===== config.mk =====
export PLATFORM = sky130hd
export DESIGN_NAME = param_rf_mp_flat
export DESIGN_NICKNAME = d
export VERILOG_FILES = /design/src/rtl/param_rf_mp_if.sv /design/src/rtl/param_rf_mp.sv /design/src/flat_wrapper.sv
export SDC_FILE = /design/constraint.sdc
export NUM_CORES = 1
export LEC_CHECK = 0
export ABC_AREA = 1
export BUFFER_PORTS_ARGS = -buffer_cell sky130_fd_sc_hd__buf_4
export CORE_MARGIN = 5
export CORE_UTILIZATION = 36
export CTS_BUF_LIST = sky130_fd_sc_hd__clkbuf_4
export DETAILED_ROUTE_END_ITERATION = 16
export PLACE_DENSITY = 0.64
export SETUP_SLACK_MARGIN = 0.05
export SYNTH_ARGS = -nofsm -noshare
export SYNTH_HDL_FRONTEND = slang
export SYNTH_SLANG_ARGS = --single-unit

===== constraint.sdc =====
create_clock -name clk -period 2.4 [get_ports clk]
set_input_delay 0.36 -clock clk [delete_from_list [all_inputs] [get_ports clk]]
set_output_delay 0.36 -clock clk [all_outputs]
set_load 0.05 [all_outputs]

===== src/rtl/param_rf_mp_if.sv =====
// Bus bundle for param_rf_mp: write ports, read addresses, bulk clear and read results.
// The master drives the requests and the slave (the register file) drives q and q_valid.
interface param_rf_mp_if #(
    parameter int DATA_W = 2,
    parameter int ADDR_W = 3,
    parameter int NWR    = 2,
    parameter int NRD    = 2
);
    logic                     clr;
    logic [NWR-1:0]           we;
    logic [NWR*ADDR_W-1:0]    waddr;
    logic [NWR*DATA_W-1:0]    din;
    logic [NRD*ADDR_W-1:0]    raddr;
    logic [NRD*DATA_W-1:0]    q;
    logic [NRD-1:0]           q_valid;

    modport master (
        output clr, we, waddr, din, raddr,
        input  q, q_valid
    );

    modport slave (
        input  clr, we, waddr, din, raddr,
        output q, q_valid
    );
endinterface


===== src/rtl/param_rf_mp.sv =====
// Multi-port register file with per-entry valid bits, bulk clear, optional write-to-read
// bypass, and a combinational or registered read path.
module param_rf_mp #(
    parameter int DATA_W = 2,
    parameter int ADDR_W = 3,
    parameter int DEPTH  = 8,
    parameter int NWR    = 2,
    parameter int NRD    = 2,
    parameter int RD_LAT = 0,
    parameter int BYPASS = 1
) (
    input logic          clk,
    input logic          rst,
    param_rf_mp_if.slave bus
);

    if (DEPTH > (1 << ADDR_W) || NWR < 1 || NRD < 1 || (RD_LAT != 0 && RD_LAT != 1)) begin : g_bad_params
        $error("param_rf_mp: illegal parameter combination");
    end

    logic [DATA_W-1:0]     mem       [DEPTH];
    logic [DEPTH-1:0]      valid;
    logic [DATA_W-1:0]     nxt_mem   [DEPTH];
    logic [DEPTH-1:0]      nxt_valid;
    logic [DATA_W-1:0]     view_mem  [DEPTH];
    logic [DEPTH-1:0]      view_valid;
    logic [NRD*DATA_W-1:0] rd_q;
    logic [NRD-1:0]        rd_valid;

    // Post-edge state of every entry. Ports are scanned in ascending order so the
    // highest-index port wins a conflict; out-of-range addresses never match an entry.
    always_comb begin
        for (int e = 0; e < DEPTH; e++) begin
            nxt_mem[e]   = mem[e];
            nxt_valid[e] = valid[e] & ~bus.clr;
            for (int i = 0; i < NWR; i++) begin
                if (!rst && bus.we[i] && bus.waddr[i*ADDR_W +: ADDR_W] == ADDR_W'(e)) begin
                    nxt_mem[e]   = bus.din[i*DATA_W +: DATA_W];
                    nxt_valid[e] = 1'b1;
                end
            end
        end
    end

    // NOTE: the array is cleared by reset on purpose, so it maps to flops rather than a RAM macro.
    always_ff @(posedge clk or posedge rst) begin
        if (rst) begin
            for (int e = 0; e < DEPTH; e++) begin
                mem[e] <= '0;
            end
            valid <= '0;
        end else begin
            for (int e = 0; e < DEPTH; e++) begin
                mem[e] <= nxt_mem[e];
            end
            valid <= nxt_valid;
        end
    end

    // Write-first reads see the post-edge state, read-first reads see the current array.
    if (BYPASS != 0) begin : g_bypass
        assign view_mem   = nxt_mem;
        assign view_valid = nxt_valid;
    end else begin : g_no_bypass
        assign view_mem   = mem;
        assign view_valid = valid;
    end

    always_comb begin
        rd_q     = '0;
        rd_valid = '0;
        for (int j = 0; j < NRD; j++) begin
            for (int e = 0; e < DEPTH; e++) begin
                if (bus.raddr[j*ADDR_W +: ADDR_W] == ADDR_W'(e)) begin
                    rd_q[j*DATA_W +: DATA_W] = view_mem[e];
                    rd_valid[j]              = view_valid[e];
                end
            end
        end
    end

    if (RD_LAT == 1) begin : g_rd_reg
        logic [NRD*DATA_W-1:0] q_r;
        logic [NRD-1:0]        q_valid_r;

        always_ff @(posedge clk or posedge rst) begin
            if (rst) begin
                q_r       <= '0;
                q_valid_r <= '0;
            end else begin
                q_r       <= rd_q;
                q_valid_r <= rd_valid;
            end
        end

        assign bus.q       = q_r;
        assign bus.q_valid = q_valid_r;
    end else begin : g_rd_comb
        assign bus.q       = rd_q;
        assign bus.q_valid = rd_valid;
    end

endmodule


===== src/flat_wrapper.sv =====
// flat-port wrapper written by rule: the top's interface ports become plain ports
module param_rf_mp_flat 
#(
    parameter int DATA_W = 2,
    parameter int ADDR_W = 3,
    parameter int DEPTH  = 8,
    parameter int NWR    = 2,
    parameter int NRD    = 2,
    parameter int RD_LAT = 0,
    parameter int BYPASS = 1
)
  (clk, rst, bus_clr, bus_we, bus_waddr, bus_din, bus_raddr, bus_q, bus_q_valid);
  param_rf_mp_if #(.DATA_W(DATA_W), .ADDR_W(ADDR_W), .NWR(NWR), .NRD(NRD)) bus_i ();
  input logic clk;
  input logic rst;
  input wire logic [$bits(bus_i.clr)-1:0] bus_clr;
  input wire logic [$bits(bus_i.we)-1:0] bus_we;
  input wire logic [$bits(bus_i.waddr)-1:0] bus_waddr;
  input wire logic [$bits(bus_i.din)-1:0] bus_din;
  input wire logic [$bits(bus_i.raddr)-1:0] bus_raddr;
  output wire logic [$bits(bus_i.q)-1:0] bus_q;
  output wire logic [$bits(bus_i.q_valid)-1:0] bus_q_valid;
  assign bus_i.clr = bus_clr;
  assign bus_i.we = bus_we;
  assign bus_i.waddr = bus_waddr;
  assign bus_i.din = bus_din;
  assign bus_i.raddr = bus_raddr;
  assign bus_q = bus_i.q;
  assign bus_q_valid = bus_i.q_valid;
  param_rf_mp #(.DATA_W(DATA_W), .ADDR_W(ADDR_W), .DEPTH(DEPTH), .NWR(NWR), .NRD(NRD), .RD_LAT(RD_LAT), .BYPASS(BYPASS)) u_core (.clk(clk), .rst(rst), .bus(bus_i));
endmodule

==> impl_results.md <==
* Result of the run: finished clean
* Clock-pin slew of the registers on the worst-case setup and hold paths at 0.12 ns
* Combinational family with the most area after synthesis: simple AND/OR/NAND/NOR gates
* Vias per std cell at a little over 5
* Starting density of the core at 0.368
* IO Count at 27
* Synthesized net count at 285
* Wire length after detailed routing at around 5.0 mm
* Largest net degree at the start of global routing at 16
* Metal2 WL at roughly 2.2 mm
* Worst rel slew slack at 0.712
* Clock tree root driver cell: sky130_fd_sc_hd__clkbuf_4
* Total power per unit cell area at roughly 550 mW/mm^2
* Combined global-route utilization of all metal layers at 0.165
* Startpoint class of the critical path: input pin
* Final RePlAce weighted congestion at 0.852
* Drt first pass iters at 4
* Upper clock frequency limit at 0.458 GHz
* Critical path required time at 2.04 ns
* Top metal layer carrying routed signals: met4
* Overall die area at 0.00625 mm^2
* Final setup vio count at 0
* Width of the die at between 70 and 80 um
* Type of the worst setup path: input pin to output port
* Count of warnings emitted by yosys at 0
* Tmin final at 2.19 ns
* Post-cts repair resize count at 0
* WL per Instance at 14.3 um
* Multiplexer fraction of the synthesized cell area at 0
* Hold WC Path Type: input pin to asynchronous set/reset pin
* Portion of the clock cycle consumed by the worst path in the final layout at 0.910
* Count of state elements after synthesis at 24
* Xor-xnor portion of the synthesized cell area at 0
* Largest fanout of any net on the critical path at 4
* Met1 Wirelength at 2.40 mm
* WP data arrival at around 1.8 ns
* Number of CTS-inserted buffers at 3
* Syn Area/Cell at about 6.5 um^2
* Simple-gate share of the synthesized area at 0.508
* Post-synthesis cell count at 264
* Number of antenna violations at the first check in global routing at 0
* Most instantiated library cell after synthesis: sky130_fd_sc_hd__nand2_1
* Post-DRT Antenna Nets at 0
* Clock sink count at 24
* Main flop type after synthesis: sky130_fd_sc_hd__dfrtp_1
* Post-CTS setup buffers at 0
* Number of global-route vias before repair at 1,763
* Max-capacitance violation count at 0
* Clock skew after layout at 0 ns
* Cell type with the largest total area after synthesis: sky130_fd_sc_hd__dfrtp_1
* Core Box Area at between 0.004 and 0.005 mm^2
* Sequential share of the synthesized area at 0.350
* Met3 wire length at around 340 um
* Count of antenna diodes in the layout at 0
* DRC violation count after routing at 0
* Endpoint class of the critical path: output port
* Final total negative setup slack at 0 ns
* Clock latency at the later pin of the worst-skew pair at 0.30 ns
* Commonest cells post-synth: 78 x sky130_fd_sc_hd__nand2_1, 44 x sky130_fd_sc_hd__nand3_1, 34 x sky130_fd_sc_hd__inv_1, 24 x sky130_fd_sc_hd__dfrtp_1, 22 x sky130_fd_sc_hd__nor2_1
* Fraction of registers with async set/reset at 1.00
* Top-area cell type share of the netlist area at 0.350
* Congestion Overflow GR at 0
* Final Slew Violations at 0
* Deepest clock path buffer count at 2
* Final hold viol count at 0
* Routed via count at 1,799
* Global-route wire length before repair at 8.16 mm
* Largest cells by area after synthesis: sky130_fd_sc_hd__dfrtp_1 35%, sky130_fd_sc_hd__nand2_1 17%, sky130_fd_sc_hd__nand3_1 13%
* Total number of H-tree levels at 1
* Area fraction in compound gates after synthesis at 0.0562
* Site Rows at 25
* Unrepaired setup endpoints after global routing: no
* Actual slew at the worst max-slew pin at roughly 0.43 ns
* Distinct cell type count after synthesis at 23
* Detailed placer's ending HPWL at 4.04 mm
* Total placed instance area at 0.00199 mm^2
* Largest vdd supply drop at 196 uV
* Count of flip-flops with a built-in enable after synthesis at 0
* Number of design-rule violations left by the first detailed-router iteration at 166
* Die Ht at 79.0 um
* Combined area of all synthesized cells at 0.00172 mm^2
* Share of cells above drive strength 1 at 0.159
* Layout area overhead at 17.7%
* Summed area of non-filler cells in the final layout at 0.00202 mm^2
* Nets at 317
* Number of buffers inserted by port buffering at 26
* Leak Pwr at 1.06 nW
* Quantity of hold-fixing buffers added after cts at 0
* Adder and majority gate portion of the synthesized area at 0
* TritonCTS clock tree: yes
-- placed cells by master, fill, tap and decap left out, types with 2 or more instances in the layout --
cell type and instances:
sky130_fd_sc_hd__clkinv_1 2, sky130_fd_sc_hd__and2_1 6, sky130_fd_sc_hd__o22ai_1 5, sky130_fd_sc_hd__o21ai_0 4, sky130_fd_sc_hd__nand2_2 2, sky130_fd_sc_hd__o21ai_2 2
sky130_fd_sc_hd__buf_4 28, sky130_fd_sc_hd__a21oi_1 2, sky130_fd_sc_hd__nand2_4 2, sky130_fd_sc_hd__clkbuf_4 3, sky130_fd_sc_hd__inv_1 34, sky130_fd_sc_hd__nor2_2 3
sky130_fd_sc_hd__nor2_1 21, sky130_fd_sc_hd__nand2_1 78, sky130_fd_sc_hd__nand4_1 10, sky130_fd_sc_hd__dfrtp_1 24, sky130_fd_sc_hd__inv_2 3, sky130_fd_sc_hd__nor3_1 16
sky130_fd_sc_hd__nand3_1 44, sky130_fd_sc_hd__nor2_4 2
-- registers in the layout, indices dropped and copies added, names as in the netlist --
name,flops
u_core.mem,16
u_core.valid,8
-- cell families after synthesis --
kind of cell / count (synthesis)
DFF: 24
buffers and inverters: 39
AOI/OAI and AO/OA: 15
and+or+nand+nor: 186
-- final timing paths --
kind	startpoint	end	slack (ns)	cells past startpoint
max	rst	bus_q[3]	0.21	14
min in group clk	bus_din[3]	u_core.mem[9]$_DFF_PP0_	0.34	3
max in group asynchronous	rst	u_core.valid[0]$_DFF_PP0_	2.08	3
max reg2reg	u_core.mem[0]$_DFF_PP0_	u_core.mem[0]$_DFF_PP0_	1.55	2
min reg2reg	u_core.valid[5]$_DFF_PP0_	u_core.valid[5]$_DFF_PP0_	0.55	2
min	rst	u_core.mem[12]$_DFF_PP0_	0.11	3
-- critical path: stages --
cell and delay, ns:
sky130_fd_sc_hd__buf_4 0.13, sky130_fd_sc_hd__inv_2 0.10, sky130_fd_sc_hd__nand2_2 0.07, sky130_fd_sc_hd__nor2_2 0.15
sky130_fd_sc_hd__nand2_1 0.14, sky130_fd_sc_hd__inv_1 0.10, sky130_fd_sc_hd__nand2_1 0.09, sky130_fd_sc_hd__nand3_1 0.11
sky130_fd_sc_hd__nand2_1 0.05, sky130_fd_sc_hd__nor2_1 0.10, sky130_fd_sc_hd__nand3_1 0.08, sky130_fd_sc_hd__nand2_1 0.06
sky130_fd_sc_hd__nand3_1 0.08, sky130_fd_sc_hd__buf_4 0.20
-- power breakdown --
| group | switching, mW | total (mW) | internal (mW) |
|---|---|---|---|
| Combinational | 0.290 | 0.435 | 0.144 |
| Sequential | 0.0187 | 0.497 | 0.478 |
| Clock | 0.116 | 0.176 | 0.0607 |
| Total | 0.425 | 1.11 | 0.683 |
-- layer usage --
| layer | up-vias | track usage |
|---|---|---|
| met3 | 6 | 0.0215 |
| met5 | - | 0 |
| met2 | 66 | 0.254 |
| met1 | 808 | 0.237 |
| met4 | 0 | 0.0550 |
| li1 | 919 | - |
-- metrics by stage --
step	worst slack (ns)	power, mW	hold slack (ns)	utilization	cells
global route	0.0542	1.19	0.111	0.433	349
CTS	0.213	1.11	0.108	0.432	349
global placement	0.224	0.934	0.442	0.427	345
floorplan	0.130	0.797	0.263	-	264
finish	0.215	1.11	0.112	0.433	349
detailed placement	0.223	0.940	0.448	0.427	345
-- layout make-up --
cell class,instances,area (um^2)
fill,512,2640
multi-input combinational,201,971
sequential,24,601
timing repair buffer,28,210
inverter,38,143
tap,54,67.6
clock buffer,3,22.5
clock inverter,1,3.75
Power figures use the tool's default switching activity.
